File: src/rtl/seg7_pkg.sv
// Shared constants for the 4-digit 7-segment scanner: active-high glyphs
// in {g,f,e,d,c,b,a} order and the digit-slot indices.
package seg7_pkg;

    localparam logic [6:0] SEG_0     = 7'h3F;
    localparam logic [6:0] SEG_1     = 7'h06;
    localparam logic [6:0] SEG_2     = 7'h5B;
    localparam logic [6:0] SEG_3     = 7'h4F;
    localparam logic [6:0] SEG_4     = 7'h66;
    localparam logic [6:0] SEG_5     = 7'h6D;
    localparam logic [6:0] SEG_6     = 7'h7D;
    localparam logic [6:0] SEG_7     = 7'h07;
    localparam logic [6:0] SEG_8     = 7'h7F;
    localparam logic [6:0] SEG_9     = 7'h6F;
    localparam logic [6:0] SEG_MINUS = 7'h40;
    localparam logic [6:0] SEG_E     = 7'h79;
    localparam logic [6:0] SEG_BLANK = 7'h00;

    // Slot index doubles as the anode bit position.
    localparam logic [1:0] DIG_ONES = 2'd0;
    localparam logic [1:0] DIG_TENS = 2'd1;
    localparam logic [1:0] DIG_HUND = 2'd2;
    localparam logic [1:0] DIG_SIGN = 2'd3;

endpackage

File: src/rtl/seg7_decode.sv
// Nibble to active-high 7-segment glyph; non-BCD values show E, and the
// blank flag overrides everything with an unlit digit.
module seg7_decode
    import seg7_pkg::*;
(
    input  logic [3:0] nibble,
    input  logic       blank,
    output logic [6:0] glyph
);

    // Glyph lookup with blank override.
    always_comb begin
        // NOTE: every path assigns glyph, with E as the default, so no latch is inferred.
        glyph = SEG_E;
        if (blank) begin
            glyph = SEG_BLANK;
        end else begin
            case (nibble)
                4'd0:    glyph = SEG_0;
                4'd1:    glyph = SEG_1;
                4'd2:    glyph = SEG_2;
                4'd3:    glyph = SEG_3;
                4'd4:    glyph = SEG_4;
                4'd5:    glyph = SEG_5;
                4'd6:    glyph = SEG_6;
                4'd7:    glyph = SEG_7;
                4'd8:    glyph = SEG_8;
                4'd9:    glyph = SEG_9;
                default: glyph = SEG_E;
            endcase
        end
    end

endmodule

File: src/rtl/seg7_scan.sv
// Time-multiplexed 4-digit display driver: captures a sign/BCD value on
// data_ready, scans sign/hundreds/tens/ones with leading-zero blanking and
// an all-anodes-off guard interval at the start of every slot.
module seg7_scan
    import seg7_pkg::*;
#(
    parameter int REFRESH_DIV = 50000,
    parameter int GUARD       = 16,
    parameter bit ACTIVE_LOW  = 1'b1
) (
    input  logic       clk,
    input  logic       rst,
    input  logic       sign,
    input  logic [3:0] hundreds,
    input  logic [3:0] tens,
    input  logic [3:0] ones,
    input  logic       data_ready,
    output logic [6:0] seg,
    output logic [3:0] an
);

    localparam int             CW       = (REFRESH_DIV > 1) ? $clog2(REFRESH_DIV) : 1;
    localparam logic [CW-1:0]  CNT_LAST = CW'(REFRESH_DIV - 1);
    localparam logic [CW-1:0]  GUARD_C  = CW'(GUARD);

    logic [CW-1:0] cnt;
    logic [1:0]    idx;
    logic          lat_sign;
    logic [3:0]    lat_hund;
    logic [3:0]    lat_tens;
    logic [3:0]    lat_ones;
    logic          have_data;

    logic          guard_done;
    logic [3:0]    dig_nib;
    logic          dig_blank;
    logic [6:0]    dec_glyph;
    logic [6:0]    seg_next;
    logic [3:0]    an_next;

    // With no guard the compare would be constant-true, so elide it.
    generate
        if (GUARD == 0) begin : g_no_guard
            assign guard_done = 1'b1;
        end else begin : g_guard
            assign guard_done = (cnt >= GUARD_C);
        end
    endgenerate

    // Slot counter and digit index; idx advances when cnt wraps.
    always_ff @(posedge clk) begin
        if (!rst) begin
            // NOTE: sequential state uses non-blocking assignments so every register samples pre-edge values.
            cnt <= '0;
            idx <= DIG_ONES;
        end else if (cnt == CNT_LAST) begin
            cnt <= '0;
            idx <= idx + 2'd1;
        end else begin
            cnt <= cnt + 1'b1;
        end
    end

    // Capture the converter result whenever data_ready is high.
    always_ff @(posedge clk) begin
        if (!rst) begin
            lat_sign  <= 1'b0;
            lat_hund  <= 4'h0;
            lat_tens  <= 4'h0;
            lat_ones  <= 4'h0;
            have_data <= 1'b0;
        end else if (data_ready) begin
            lat_sign  <= sign;
            lat_hund  <= hundreds;
            lat_tens  <= tens;
            lat_ones  <= ones;
            have_data <= 1'b1;
        end
    end

    // Per-slot digit mux with leading-zero blanking.
    always_comb begin
        dig_nib   = lat_ones;
        dig_blank = 1'b0;
        unique case (idx)
            DIG_ONES: begin
                dig_nib   = lat_ones;
                dig_blank = 1'b0;
            end
            DIG_TENS: begin
                dig_nib   = lat_tens;
                dig_blank = (lat_hund == 4'h0) && (lat_tens == 4'h0);
            end
            DIG_HUND: begin
                dig_nib   = lat_hund;
                dig_blank = (lat_hund == 4'h0);
            end
            default: begin
                dig_nib   = 4'h0;
                dig_blank = 1'b1;
            end
        endcase
    end

    seg7_decode u_decode (
        .nibble (dig_nib),
        .blank  (dig_blank),
        .glyph  (dec_glyph)
    );

    // Next segment/anode values; the sign slot bypasses the decoder.
    always_comb begin
        seg_next = SEG_BLANK;
        an_next  = 4'b0000;
        if (have_data) begin
            if (idx == DIG_SIGN) begin
                seg_next = lat_sign ? SEG_MINUS : SEG_BLANK;
            end else begin
                seg_next = dec_glyph;
            end
            if (guard_done) begin
                an_next = 4'b0001 << idx;
            end
        end
    end

    // Output registers with board polarity applied.
    always_ff @(posedge clk) begin
        if (!rst) begin
            seg <= ACTIVE_LOW ? ~SEG_BLANK : SEG_BLANK;
            an  <= ACTIVE_LOW ? 4'hF : 4'h0;
        end else begin
            seg <= ACTIVE_LOW ? ~seg_next : seg_next;
            an  <= ACTIVE_LOW ? ~an_next : an_next;
        end
    end

endmodule

File: config.mk
export PLATFORM = sky130hd
export DESIGN_NAME = seg7_scan
export DESIGN_NICKNAME = d
export VERILOG_FILES = /design/src/rtl/seg7_pkg.sv /design/src/rtl/seg7_decode.sv /design/src/rtl/seg7_scan.sv
export SDC_FILE = /design/constraint.sdc
export NUM_CORES = 1
export LEC_CHECK = 0
export ABC_AREA = 1
export CELL_PAD_IN_SITES_DETAIL_PLACEMENT = 0
export CELL_PAD_IN_SITES_GLOBAL_PLACEMENT = 2
export CORE_MARGIN = 2
export CORE_UTILIZATION = 33
export CTS_CLUSTER_SIZE = 14
export DETAILED_ROUTE_END_ITERATION = 12
export GPL_TIMING_DRIVEN = 0
export PLACE_DENSITY = 0.87
export SKIP_LAST_GASP = 1
export SLEW_MARGIN = 15
export SYNTH_ARGS = -nofsm -noshare
export SYNTH_HDL_FRONTEND = slang
export SYNTH_SLANG_ARGS = --single-unit
File: constraint.sdc
create_clock -name clk -period 4.8 [get_ports clk]
set_clock_uncertainty 0.1 [all_clocks]
set_input_delay 1.2 -clock clk [delete_from_list [all_inputs] [get_ports clk]]
set_output_delay 1.2 -clock clk [all_outputs]
set_load 0.02 [all_outputs]
Word level (Yosys, flattened, before mapping)
Memory sizes are Yosys's and may differ from the RTL's.
Index checks and enable logic that the tools add are counted.
{"block": "op_classes", "addsub": 2, "n_mux": 8, "bitwise": 3, "eq_ne": 4, "shifts": 1, "reduce_logical": 5, "n_lt_le_gt_ge": 1}
{"op": "7-bit 2-to-1 mux", "count": 4}
{"op": "16-bit by 1-bit adder with 16-bit output, second input constant", "count": 1}
{"op": "16-bit == test, second input constant", "count": 1}
{"op": "16-bit by 5-bit greater-or-equal comparator with 1-bit output, second input constant", "count": 1}
{"op": "4-bit case mux with 3 select lines", "count": 1}
{"op": "4-bit zero test", "count": 2}
{"op": "4-bit 2-to-1 mux", "count": 2}
{"op": "7-bit inverter", "count": 1}
{"op": "2-bit == test, second input constant", "count": 2}
{"op": "4-bit inverter", "count": 1}
{"op": "1-bit by 2-bit << shifter with 4-bit output, first input constant", "count": 1}
{"op": "1-bit case mux with 3 select lines", "count": 1}
{"op": "2-bit by 1-bit adder with 2-bit output, second input constant", "count": 1}
{"op": "2-bit by 1-bit == test with 1-bit output, second input constant", "count": 1}
{"op": "2-bit zero test", "count": 1}
{"op": "2-bit OR reduction", "count": 1}
{"op": "1-bit logical AND", "count": 1}
{"op": "1-bit inverter", "count": 1}
{"block": "totals", "n_memories": 1, "register_bits": 43, "mem_bits_ro": 112, "input_bits": 16}
{"name": "(no name shown)", "depth": 16, "word_bits": 7, "rd": 1, "rd_ports_with_merged_regs": 0, "write_ports": 0, "line": "seg7_decode.sv:18", "rtl": "case (nibble)"}

Depth between registers and ports, before layout
Gate-level depths: netlist (run 1).
{"block": "logic_depth", "word_depth": 7, "depth_mapped": 12}

By module
Synthesis (run 1) repeated with hierarchy kept, for this count alone.
{"block": "unflattened", "hier_cells": 307, "hier_area_um2": 2087.0}
{"mod": "seg7_scan", "instances": 1, "cells_each": 264, "area_each_um2": 1874.3}
{"mod": "seg7_decode", "instances": 1, "cells_each": 43, "area_each_um2": 212.7}

Worst setup path before layout (run 1)
OpenSTA, ideal clock, no wires.
{"block": "synth_timing", "path_kind": "input -> register", "startpoint": "input rst", "endpoint": "register seg[1]", "slack_ns": 2.876, "arrival_ns": 1.695, "setup_time_ns": 0.130, "cell_stages": 5, "n_path_buf": 0, "cell_sequence": "nand2_1 -> inv_2 -> nand2_1 -> a21oi_2 -> nand3_1"}
{"item": "start: declaration", "line": "seg7_scan.sv:12", "rtl": "input logic rst,"}
{"item": "end signal: assignment", "line": "seg7_scan.sv:130", "rtl": "seg <= ACTIVE_LOW ? ~SEG_BLANK : SEG_BLANK;"}
{"item": "end signal: assignment", "line": "seg7_scan.sv:133", "rtl": "seg <= ACTIVE_LOW ? ~seg_next : seg_next;"}
{"item": "end: declaration", "line": "seg7_scan.sv:18", "rtl": "output logic [6:0] seg,"}

==> impl_results.md, run 1 <==
* Routed Antenna Nets at 0
* Synth Cell Area at 0.00203 sq mm
* Critical R2R Capture: seg[6]$_SDFF_PN1_
* Distinct cell type count after synthesis at 26
* Pwr Total at 0.683 mW
* Depth of the CTS H-tree at 2
* Syn_area_per_cell at 7.23 sq um
* Total gr overflow at 0
* Clock buffer depth at 2
* Worst hold margin at 0.365 ns
* Post-synthesis sequential area ratio at 42.4%
* Hold Path Stages at 1
* Crit. End Element: flip-flop
* Syn nets at 308
* Total GRT Usage at 14.3%
* Final worst setup slack at 2.26 ns
* Starting Density at 34.3%
* DRC errors left at 0
* Max-slew violations at 0
* Worst EP required at 4.90 ns
* Total CTS buffers at 5
* Fmax at 394 MHz
* Worst Setup Start Kind: input port
* Antenna fix cells at 0
* Hold WC Path Type: flip-flop to flip-flop
* Total number of vias at 1764
* CTS root buf: clkbuf_8
* Drt pass-1 iters at 4
* Cell count after synthesis at 281
* I/O pins at 27
* Full die area at 0.00680 sq mm
* Routed WL at 4.28 mm
* Via-per-instance ratio at 4.52
* Initial drt markers at 79
* FP Rows at 28
* Outcome: finished, final reports clean
* Hold Buf Count CTS at 0
* Post CTS Setup Buffer Count at 0
* Post-Route Setup TNS at 0 ns
* Peak supply drop at 0.119 mV
* Leak at 0.972 nW
* Hold Path End: cnt[0]$_SDFF_PP0_
* Number of buffers added on ports at 26
* Per-cell routed wire length at 11.0 microns
* Worst reg2reg setup slack at 2.84 ns
* Yosys reg bits at 43
* Final min period at 2.54 ns
* GP Congestion at 0.799
* Max_cap viols at 0
* Largest net degree at the start of global routing at 14
* Nets@finish at 341
* Tightest Pin Transition at 0.445 ns
* Power density over the cells at 276 mW/mm^2
* Design area at 0.00247 sq mm
* DP HPWL at 3.31 mm
* Fin. Hold Viols at 0
* Core Util, Final at 41.7%
* # resized after CTS at 0
* Final setup fails at 0
* Final period utilization at 52.9%
* Initial antenna violation count at 0
* Layout cells sized above 1 at 6.67%
* Placed insts at 382
* Die Wd at 82.4 microns
* Vias in the first global route at 1610
* Clock-pin slew on the worst setup and hold paths at 0.08 ns
* CTS tree: yes
* Die H at 82.4 microns
* Clock Sinks at 43
* Worst Path Arrival at 2.64 ns
* Core footprint at 0.00592 sq mm
* Reg-to-Reg Start: idx[0]$_SDFFE_PN0P_
* Worst skew pair latency at 0.30 ns
* CP max FO at 10
* Unrepaired setup endpoints after global routing: no
* Global-route wire length before repair at 7.42 mm
* Critical path class: input port to flip-flop
* Worst Min Path Start: cnt[0]$_SDFF_PP0_
* Pre-CTS WS at 1.93 ns
* Area growth, synth to finish at 21.6%
* Slew headroom at 70.3%
* Final cell count without fillers at 390
* Syn. warnings at 0
* Dpl cell area at 0.00238 sq mm
* Fillcell total at 651
* Reg2Reg Depth at 10
-- metal layers --
metal	share of wire [%]	global-route usage, %	vias up	wire (microns)
met1	55	20.4	764	2340
met5	0	0	-	0
li1	-	-	962	-
met3	4.4	3.80	6	189
met4	1.7	5.50	0	73
met2	39	20.4	32	1670
-- synth_stat cells --
cell type  instances  area, sq um
a21oi_1           17         85.1
a21oi_2            1         8.76
buf_6              1         11.3
clkbuf_1           2         7.51
clkinv_1           3         11.3
dfxtp_1           43          861
ha_1              11          138
inv_1             31          116
inv_2              4         15.0
nand2_1           55          206
nand2_2            3         18.8
nand2_4            1         11.3
nand3_1           29          145
nand3b_1           2         15.0
nand4_1            5         31.3
nor2_1            40          150
nor2_2             1         6.26
nor2_4             2         22.5
nor3_1             3         15.0
nor4_1             1         6.26
o21ai_0           17         85.1
o21ai_1            2         10.0
or2_0              2         12.5
or2_2              1         6.26
xnor2_1            2         17.5
xor2_1             2         17.5
-- registers in the layout, summed over array words and instances, names as in the netlist --
register and count:
cnt 16, lat_ones 4, seg 7, idx 2, lat_sign 1, have_data 1, an 4, lat_tens 4
lat_hund 4
-- cell families (layout without fill, tap and decap cells) --
kind of cell	after synthesis	in the layout	synth area share (%)
simple gates	145	145	31.9
compound gates	37	37	9.30
fa+ha+maj	11	11	6.78
xor+xnor	4	4	1.73
flops	43	43	42.4
buf+inv	41	75	7.95
-- worst max-delay path, stage by stage --
cell	delay, ns
clkdlybuf4s50_1	0.63
clkinv_1	0.29
clkbuf_1	0.30
nor2_1	0.16
nor2_1	0.06
-- cell usage in the layout (no fill, tap or decap), drive strengths merged --
| cell | Yosys | layout |
|---|---|---|
| clkinv | 3 | 4 |
| dfxtp | 43 | 43 |
| nand3b | 2 | 2 |
| buf | 1 | 1 |
| o21ai | 19 | 19 |
| xnor2 | 2 | 2 |
| a21oi | 18 | 18 |
| nor4 | 1 | 1 |
| clkinvlp | 0 | 1 |
| inv | 35 | 35 |
| xor2 | 2 | 2 |
| nor3 | 3 | 3 |
| nor2 | 43 | 43 |
| ha | 11 | 11 |
| clkdlybuf4s50 | 0 | 26 |
| nand3 | 29 | 29 |
| nand2 | 59 | 59 |
| nand4 | 5 | 5 |
| clkbuf | 2 | 8 |
| or2 | 3 | 3 |
-- where the power goes --
part           internal [mW]  switching, mW
sequential             0.371        0.00742
clock                  0.102          0.126
combinational         0.0351         0.0416
total                  0.508          0.175
-- final cells by class --
type	count	area [sq um]	share of cell area, %
Multi-Input combinational cell	197	1010	40.8
Sequential cell	43	861	34.9
Timing Repair Buffer	26	260	10.5
Inverter	38	143	5.78
Tap cell	75	93.8	3.80
Clock buffer	6	72.6	2.94
Buffer	3	18.8	0.760
Clock inverter	2	12.5	0.507
-- how the worst max path moves through the flow --
stage	startpoint	to	slack, ns	cells past startpoint
CTS	data_ready	lat_ones[1]$_SDFFE_PN0P_	2.25	5
detailed placement	data_ready	lat_ones[1]$_SDFFE_PN0P_	1.93	5
floorplan	rst	seg[1]$_SDFF_PN1_	2.88	5
finish	data_ready	lat_ones[1]$_SDFFE_PN0P_	2.26	5
global route	data_ready	lat_ones[1]$_SDFFE_PN0P_	2.13	5
global placement	data_ready	lat_ones[1]$_SDFFE_PN0P_	1.94	5
No activity file was read; power rests on OpenSTA's default activity.
==> run 2: changes to the inputs <==
Settings changed: CORE_UTILIZATION 33 to 28, PLACE_DENSITY 0.87 to 0.79.
Clock period 4.8 ns to 2.2 ns, I/O delays scaled along.
==> impl_results.md, run 2 (same netlist as run 1, synthesis figures left out) <==
* Outcome: finished, final reports clean
* Slew headroom at 69.0% (-1.3 points)
* CTS tree: yes
* Clock buffer depth at 2 (unchanged)
* CP max FO at 6 (-4)
* Unrepaired setup endpoints after global routing: no
* # resized after CTS at 0 (unchanged)
* Total CTS buffers at 5 (unchanged)
* Depth of the CTS H-tree at 2 (unchanged)
* Largest regs: cnt (16), seg (7)
* Most frequent cells in the layout: nand2_1, dfxtp_1, nor2_1, inv_1, nand3_1
* Final setup fails at 0 (unchanged)
* Core footprint at 0.00714 sq mm (+21%)
* Worst Setup Start Kind: flip-flop
* Total number of vias at 1783 (+1.1%)
* DP HPWL at 3.39 mm (+2.5%)
* Fin. Hold Viols at 0 (unchanged)
* Full die area at 0.00795 sq mm (+17%)
* Die H at 89.2 microns (+8.1%)
* Final worst setup slack at 0.230 ns (-2.03 ns)
* Max-slew violations at 0 (unchanged)
* FP Rows at 31 (+11%)
* Max reg flops at 16 (unchanged)
* Number of buffers added on ports at 26 (unchanged)
* Pwr Total at 1.62 mW (+140%)
* Largest Register: cnt
* Fmax at 507 MHz
* Crit. End Element: flip-flop
* Die Wd at 89.2 microns (+8.1%)
* GP Congestion at 0.765 (-4.3%)
* Placed insts at 406 (+6.3%)
* Drt pass-1 iters at 4 (unchanged)
* Worst Path Arrival at 2.11 ns (-0.53 ns)
* Layout cells sized above 1 at 6.98% (+0.32 points)
* Final cell count without fillers at 414 (+6.2%)
* Vias in the first global route at 1534 (-4.7%)
* Largest net degree at the start of global routing at 15 (+1)
* Total GRT Usage at 11.8% (-2.5 points)
* Per-cell routed wire length at 10.5 microns (-4.1%)
* Post-Route Setup TNS at 0 ns (unchanged)
* Antenna fix cells at 0 (unchanged)
* Final min period at 1.97 ns
* Total gr overflow at 0 (unchanged)
* Clock-pin slew on the worst setup and hold paths at 0.09 ns (about the same)
* DRC errors left at 0 (unchanged)
* Max_cap viols at 0 (unchanged)
* Post CTS Setup Buffer Count at 0 (unchanged)
* Critical path class: flip-flop to flip-flop
* Initial drt markers at 84 (+6.3%)
* Commonest non-fill, non-tap cell in the layout: nand2_1
* I/O pins at 27 (unchanged)
* Clock Sinks at 43 (unchanged)
* Via-per-instance ratio at 4.31 (-4.8%)
* Final period utilization at 89.6%
* Area growth, synth to finish at 24.5%
* Pre-CTS WS at -0.0363 ns (-1.97 ns)
* Global-route wire length before repair at 7.24 mm (-2.4%)
* Routed WL at 4.35 mm (+1.8%)
* Nets@finish at 341 (unchanged)
* Hold WC Path Type: flip-flop to flip-flop
* Routed Antenna Nets at 0 (unchanged)
* Initial antenna violation count at 0 (unchanged)
* Hold Buf Count CTS at 0 (unchanged)
* CTS root buf: clkbuf_8
* Power density over the cells at 642 mW/mm^2 (+130%)
* Worst EP required at 2.34 ns (-2.56 ns)
* Starting Density at 28.5% (-5.8 points)
* Peak supply drop at 0.229 mV (+92%)
* Leak at 0.989 nW (+1.7%)
* Tightest Pin Transition at 0.465 ns (+0.0194 ns)
* Worst skew pair latency at 0.30 ns (about the same)
==> run 2: power by group <==
part / internal (mW) / switching (mW) / total [mW] / leakage, nW
Sequential: 0.810 / 0.0158 / 0.826 / 0.352
Combinational: 0.0764 / 0.0916 / 0.168 / 0.579
Clock: 0.338 / 0.291 / 0.629 / 0.0581
==> run 2: worst max-delay path, stage by stage (launching register included) <==
cell and delay [ns]:
dfxtp_1 0.39, inv_1 0.09, ha_1 0.28, nand2_1 0.10
nand3_1 0.12, nand2_1 0.13, inv_1 0.06, ha_1 0.28
or2_2 0.29, nand3_1 0.08
==> run 2: per-layer routing <==
metal  share of wire [%]  up-vias  track usage, %
met5                   0        -               0
met4                 1.7        0            4.07
met1                  55      786            17.3
met3                 3.1        5            2.86
met2                  40       30            16.8
li1                    -      962               -
==> run 2: layout make-up <==
| cell class | count | area [sq um] |
|---|---|---|
| multi-input cells | 197 | 1010 |
| fillers | 796 | 4610 |
| plain buffers | 3 | 18.8 |
| inverters | 38 | 143 |
| clock inverters | 3 | 43.8 |
| well taps | 99 | 124 |
| repair buffers | 26 | 260 |
| clock buffers | 5 | 68.8 |
| flip-flops and latches | 43 | 861 |
==> run 2: through the flow <==
stage                     hold WS, ns  cell area [sq um]  util [%]
final                           0.368               2530      35.4
after global routing            0.388               2530      35.4
after CTS                       0.373               2530      35.4
after detailed placement        0.352               2410      33.8
after global placement          0.344               2410      33.8
after floorplan                 0.330               2030         -
==> run 2: final timing paths <==
| path | end | slack, ns | from | cells past startpoint |
|---|---|---|---|---|
| max reg2reg | seg[1]$_SDFF_PN1_ | 0.23 | idx[0]$_SDFFE_PN0P_ | 9 |
| min | cnt[0]$_SDFF_PP0_ | 0.37 | cnt[0]$_SDFF_PP0_ | 1 |
| max | seg[1]$_SDFF_PN1_ | 0.23 | idx[0]$_SDFFE_PN0P_ | 9 |
| min reg2reg | cnt[0]$_SDFF_PP0_ | 0.37 | cnt[0]$_SDFF_PP0_ | 1 |
